--- config.mk ---
export PLATFORM = sky130hd
export DESIGN_NAME = color_manager_config_arbiter
export DESIGN_NICKNAME = d
export VERILOG_FILES = /design/src/rtl/color_manager_config_arbiter_pkg.sv /design/src/rtl/color_manager_rr_picker.sv /design/src/rtl/color_manager_config_arbiter.sv
export SDC_FILE = /design/constraint.sdc
export NUM_CORES = 1
export LEC_CHECK = 0
export CORE_AREA = 2 2 85 87
export DETAILED_ROUTE_END_ITERATION = 12
export DIE_AREA = 0 0 87 89
export PLACE_DENSITY_LB_ADDON = 0.15
export SLEW_MARGIN = 20
export SYNTH_ARGS = -nofsm -noshare
export SYNTH_HDL_FRONTEND = slang
export SYNTH_SLANG_ARGS = --single-unit
--- constraint.sdc ---
create_clock -name Clk -period 3.4 [get_ports Clk]
set_input_delay 0.51 -clock Clk [delete_from_list [all_inputs] [get_ports Clk]]
set_output_delay 0.51 -clock Clk [all_outputs]
set_load 0.01 [all_outputs]
--- src/rtl/color_manager_config_arbiter_pkg.sv ---
// Shared state encodings and defaults for the Color Manager configuration arbiter.
package color_manager_config_arbiter_pkg;

   localparam int ARB_STATE_WIDTH        = 2;
   localparam int DEFAULT_TIMEOUT_CYCLES = 255;

   typedef enum logic [ARB_STATE_WIDTH-1:0] {
      IDLE  = 2'd0,
      ISSUE = 2'd1,
      DONE  = 2'd2
   } arb_state_t;

   // Width of a requester index; never narrower than one bit.
   function automatic int idx_width(input int n);
      return (n > 1) ? $clog2(n) : 1;
   endfunction

endpackage

--- src/rtl/color_manager_rr_picker.sv ---
// Combinational round-robin picker: first active request searching upward from Last+1.
module color_manager_rr_picker
   import color_manager_config_arbiter_pkg::*;
#(
   parameter int NUM_REQ = 4,
   parameter int IDX_W   = idx_width(NUM_REQ)
) (
   input  logic [NUM_REQ-1:0] Req_Valid,
   input  logic [IDX_W-1:0]   Last,
   output logic [NUM_REQ-1:0] Winner,
   output logic [IDX_W-1:0]   Winner_Idx,
   output logic               Found
);

   logic [IDX_W-1:0] cand;

   // NOTE: every output gets a default first, so no path through this block infers a latch.
   always_comb begin
      Winner     = '0;
      Winner_Idx = '0;
      Found      = 1'b0;
      cand       = '0;
      for (int k = 1; k <= NUM_REQ; k++) begin
         cand = IDX_W'((int'(Last) + k) % NUM_REQ);
         if (!Found && Req_Valid[cand]) begin
            Found        = 1'b1;
            Winner[cand] = 1'b1;
            Winner_Idx   = cand;
         end
      end
   end

endmodule

--- src/rtl/color_manager_config_arbiter.sv ---
// Round-robin arbiter for the Color Manager config bus; one transfer at a time.
// Optional ISSUE timeout is built only when CM_ARB_TIMEOUT_EN is defined.
module color_manager_config_arbiter
   import color_manager_config_arbiter_pkg::*;
#(
   parameter int NUM_REQ        = 4,
   parameter int C_ADDR_WIDTH   = 4,
   parameter int C_DATA_WIDTH   = 14,
   parameter int TIMEOUT_CYCLES = DEFAULT_TIMEOUT_CYCLES
) (
   input  logic                             Clk,
   input  logic                             rst_n,
   input  logic [NUM_REQ-1:0]               Req_Valid,
   input  logic [NUM_REQ*C_ADDR_WIDTH-1:0]  Req_Addr,
   input  logic [NUM_REQ*C_DATA_WIDTH-1:0]  Req_Data,
   output logic [NUM_REQ-1:0]               Req_Rdy,
   output logic [C_ADDR_WIDTH-1:0]          C_Addr,
   output logic [C_DATA_WIDTH-1:0]          C_Data,
   output logic                             C_Valid,
   input  logic                             C_Rdy,
   output logic [NUM_REQ-1:0]               Grant,
   output logic                             Busy,
   output logic                             Timeout_Err
);

   localparam int IDX_W = idx_width(NUM_REQ);

   arb_state_t              state, state_n;
   logic [IDX_W-1:0]        last, last_n, owner, owner_n;
   logic [C_ADDR_WIDTH-1:0] c_addr_n;
   logic [C_DATA_WIDTH-1:0] c_data_n;
   logic                    c_valid_n, busy_n, complete;
   logic [NUM_REQ-1:0]      req_rdy_n, grant_n, pick;
   logic [IDX_W-1:0]        pick_idx;
   logic                    pick_found;

   logic [C_ADDR_WIDTH-1:0] req_addr_arr [NUM_REQ];
   logic [C_DATA_WIDTH-1:0] req_data_arr [NUM_REQ];

   for (genvar i = 0; i < NUM_REQ; i++) begin : g_unpack
      assign req_addr_arr[i] = Req_Addr[i*C_ADDR_WIDTH +: C_ADDR_WIDTH];
      assign req_data_arr[i] = Req_Data[i*C_DATA_WIDTH +: C_DATA_WIDTH];
   end

   color_manager_rr_picker #(
      .NUM_REQ (NUM_REQ),
      .IDX_W   (IDX_W)
   ) u_picker (
      .Req_Valid  (Req_Valid),
      .Last       (last),
      .Winner     (pick),
      .Winner_Idx (pick_idx),
      .Found      (pick_found)
   );

`ifdef CM_ARB_TIMEOUT_EN
   localparam int CNT_W = ($clog2(TIMEOUT_CYCLES + 1) > 8) ? $clog2(TIMEOUT_CYCLES + 1) : 8;
   logic [CNT_W-1:0] wait_cnt, wait_cnt_n;
   logic             timeout_err_n, expired;

   // This cycle's increment would make the count reach TIMEOUT_CYCLES.
   assign expired = (wait_cnt == CNT_W'(TIMEOUT_CYCLES - 1));
`else
   assign Timeout_Err = 1'b0;
`endif

   always_comb begin
      state_n   = state;
      last_n    = last;
      owner_n   = owner;
      c_addr_n  = C_Addr;
      c_data_n  = C_Data;
      c_valid_n = C_Valid;
      grant_n   = Grant;
      busy_n    = Busy;
      req_rdy_n = '0;
      complete  = 1'b0;
`ifdef CM_ARB_TIMEOUT_EN
      wait_cnt_n    = wait_cnt;
      timeout_err_n = 1'b0;
`endif
      unique case (state)
         IDLE: begin
            if (pick_found) begin
               owner_n   = pick_idx;
               c_addr_n  = req_addr_arr[pick_idx];
               c_data_n  = req_data_arr[pick_idx];
               grant_n   = pick;
               c_valid_n = 1'b1;
               busy_n    = 1'b1;
               state_n   = ISSUE;
`ifdef CM_ARB_TIMEOUT_EN
               wait_cnt_n = '0;
`endif
            end
         end
         ISSUE: begin
            complete = C_Rdy;
`ifdef CM_ARB_TIMEOUT_EN
            // A ready in the expiry cycle wins: that is a normal completion.
            if (!C_Rdy) begin
               wait_cnt_n = wait_cnt + 1'b1;
               if (expired) begin
                  complete      = 1'b1;
                  timeout_err_n = 1'b1;
               end
            end
`endif
            if (complete) begin
               c_valid_n = 1'b0;
               req_rdy_n = Grant;
               last_n    = owner;
               state_n   = DONE;
            end
         end
         DONE: begin
            grant_n = '0;
            busy_n  = 1'b0;
            state_n = IDLE;
         end
         default: state_n = IDLE;
      endcase
   end

   // NOTE: registers use <= so every flop samples the pre-edge values of the others.
   always_ff @(posedge Clk) begin
      if (!rst_n) begin
         state   <= IDLE;
         last    <= IDX_W'(NUM_REQ - 1);
         owner   <= '0;
         C_Addr  <= '0;
         C_Data  <= '0;
         C_Valid <= 1'b0;
         Req_Rdy <= '0;
         Grant   <= '0;
         Busy    <= 1'b0;
`ifdef CM_ARB_TIMEOUT_EN
         wait_cnt    <= '0;
         Timeout_Err <= 1'b0;
`endif
      end else begin
         state   <= state_n;
         last    <= last_n;
         owner   <= owner_n;
         C_Addr  <= c_addr_n;
         C_Data  <= c_data_n;
         C_Valid <= c_valid_n;
         Req_Rdy <= req_rdy_n;
         Grant   <= grant_n;
         Busy    <= busy_n;
`ifdef CM_ARB_TIMEOUT_EN
         wait_cnt    <= wait_cnt_n;
         Timeout_Err <= timeout_err_n;
`endif
      end
   end

endmodule

==> impl_metrics.csv <==
group,metric,value,unit
floorplan,initial_utilization,0.388,
setup_path,cp_max_fo,28,
timing,fmax,333,MHz
floorplan,dieWidth,87,um
layout,final_util,0.569,
drt,wl_met3,626,um
setup_path,max_stage_delay,0.63,ns
drt,wl_per_cell,16.8,um
logic_synthesis,syn_avg_cell_area,8.69,um^2
clock_network,clockBufferDepth,2,
floorplan,io_pins,108,
clock_network,hold_buffers,0,
grt,antenna_found_initial,0,
timing,final_min_period_over_clock_period,0.884,
timing,tightest_slew,0.676,ns
setup_path,worstSetupPathType,"flop to flop",
layout,layout-area-overhead-vs-synth,46.6,%
timing,tns,0,ns
timing,rsz0062_at_grt,"no",
setup_path,cp_cell_sequence,"inv_1, ha_1, mux4_2, a21oi_1, o21ai_4, buf_12, o221ai_1, o211ai_1, a32o_1",
drt,drcViolationCount,0,
timing,fin_crit,3.01,ns
setup_path,critPathSlowestCell,"mux4_2",
drt,vias,2827,
layout,design_area,0.00382,mm^2
logic_synthesis,synth_edf_count,0,
layout,layoutNonFillerInstCount,476,
setup_path,critPathLaunchType,"flop",
status,status,"completed",
floorplan,die_area,0.00774,mm^2
timing,setup_ws,0.395,ns
logic_synthesis,synth.top_cell.area_share,0.261,
place,place.gp.congestion,0.896,
setup_path,cp.arrival,3.17,ns
place,dp.cells,469,
drt,drt_iter0_drc,123,
timing,drv_slew,0,
clock_network,clock-root-buffer,"clkbuf_8",
clock_network,h-tree-depth,2,
place,placed_area,0.00374,mm^2
drt,dr.pass1.iters,5,
drt,wl_met1,3490,um
grt,first_global_vias,2509,
layout,final_cell_mix,"clkdlybuf4s50_1 (106), nand3_1 (36), dfxtp_1 (33)",
clock_network,cts.sinks,34,
logic_synthesis,syn-num-nets,387,
layout,nets,483,
floorplan,die_h,89,um
setup_path,critPathCaptureType,"flop",
clock_network,clk_pin_slew_worst_paths,0.07,ns
logic_synthesis,yosysWarnings,0,
clock_network,ctsResizeCount,0,
flow_run,maxCapViolCount,0,
timing,fin_skew,0.0108,ns
grt,grt_usage,0.200,
pwr,power_density,437,mW/mm^2
worst_hold_path,hold_class,"flop to flop",
pwr,vdd_drop_max,174,uV
pwr,leakagePower,1.48,nW
logic_synthesis,synth-seq-cells,34,
grt,grt_max_degree,53,
logic_synthesis,synth_area,0.00261,mm^2
drt,viasPerCell,5.94,
clock_network,cts_buffers,5,
layout,antenna_cells,0,
timing,setup_viol,0,
layout,drive_gt1_frac,0.106,
place,portBuffers,106,
logic_synthesis,ys.flop_type,"dfxtp_1",
logic_synthesis,ys_types,45,
clock_network,postCtsSetupBuffers,0,
timing,hold_viol_final,0,
grt,overflow,0,
drt,ant_nets,0,
logic_synthesis,yosysTopAreaCell,"dfxtp_1",
floorplan,rows,30,
drt,drt-total-wl,7990,um
place,dp_hpwl,5930,um
layout,final_common_cell,"clkdlybuf4s50_1",
timing,relSlewSlack,0.543,
logic_synthesis,synthArstFlopShare,0,
floorplan,core_area,0.00672,mm^2
logic_synthesis,yosys-top-cells-area,"dfxtp_1 (26%), mux2i_1 (8.4%), a32o_1 (7.3%)",
clock_network,clock_latency,0.28,ns
drt,top_layer,"met4",
drt,met2_length,3750,um
timing,whs,0.463,ns
setup_path,worstPathRequired,3.57,ns
clock_network,cts_tree,"yes",
logic_synthesis,yosysSeqAreaShare,0.261,
place,dpl_worst_slack,0.106,ns
logic_synthesis,syn_inst,300,
pwr,p_total,1.67,mW
grt,grt_pass1_wl,12300,um
## sequential cells by signal, summed over array words and instances, names as in the netlist
name / flops
Req_Rdy: 4
C_Valid: 1
state: 2
last: 2
Busy: 1
C_Addr: 4
owner: 2
Grant: 4
C_Data: 14
## area by class of cell
| cell class | instances | area (um^2) |
|---|---|---|
| clock buffer | 5 | 68.8 |
| clock inverter | 2 | 10.0 |
| fill | 620 | 2900 |
| inverter | 5 | 18.8 |
| multi-input combinational | 227 | 1740 |
| sequential | 34 | 682 |
| tap | 80 | 100 |
| timing repair buffer | 123 | 1200 |
## final timing paths
| check | start | to | slack (ns) | depth (start not counted) |
|---|---|---|---|---|
| max | last[1] | C_Data[9] | 0.39 | 9 |
| max reg2reg | last[1] | C_Data[9] | 0.39 | 9 |
| min reg2reg | C_Data[4] | C_Data[4] | 0.46 | 1 |
| min | C_Data[4] | C_Data[4] | 0.46 | 1 |
## metal layers
metal / GRT usage / vias to the layer above
li1: - / 1376
met2: 0.325 / 117
met1: 0.266 / 1324
met4: 0.0653 / 0
met3: 0.0434 / 10
met5: 0 / -
## cell families after synthesis
family | share of synthesized area
AO/OA/AOI/OAI | 0.318
adder cells (fa/ha/maj) | 0.0384
buffers and inverters | 0.0763
flip-flops | 0.261
multiplexers | 0.136
other | 0.00144
AND/OR/NAND/NOR | 0.169
## cell usage after synthesis (3+ instances only)
library cell / instances
mux2i_1: 22
nand3_1: 36
o221ai_1: 19
o211ai_1: 21
and2_1: 4
nor2b_1: 6
nor2_1: 8
a32o_1: 19
buf_6: 3
a21oi_1: 4
buf_2: 8
a221oi_1: 3
inv_1: 5
buf_4: 5
and3_1: 6
mux4_2: 4
o21ai_0: 27
ha_1: 8
dfxtp_1: 34
clkbuf_1: 16
mux2_2: 4
a22oi_1: 4
nand2_1: 11
## worst max-delay path: cells and delay by family (launching register included)
kind,cells,cell delay [ns]
adders and majority gates,1,0.54
buffers and inverters,2,0.34
DFF,1,0.33
muxes,1,0.63
AOI/OAI and AO/OA,5,1.02
## where the power goes
part	internal, mW	switching (mW)
combinational	0.449	0.425
clock	0.137	0.145
sequential	0.472	0.0435
total	1.06	0.614
No activity file was read; power rests on OpenSTA's default activity.
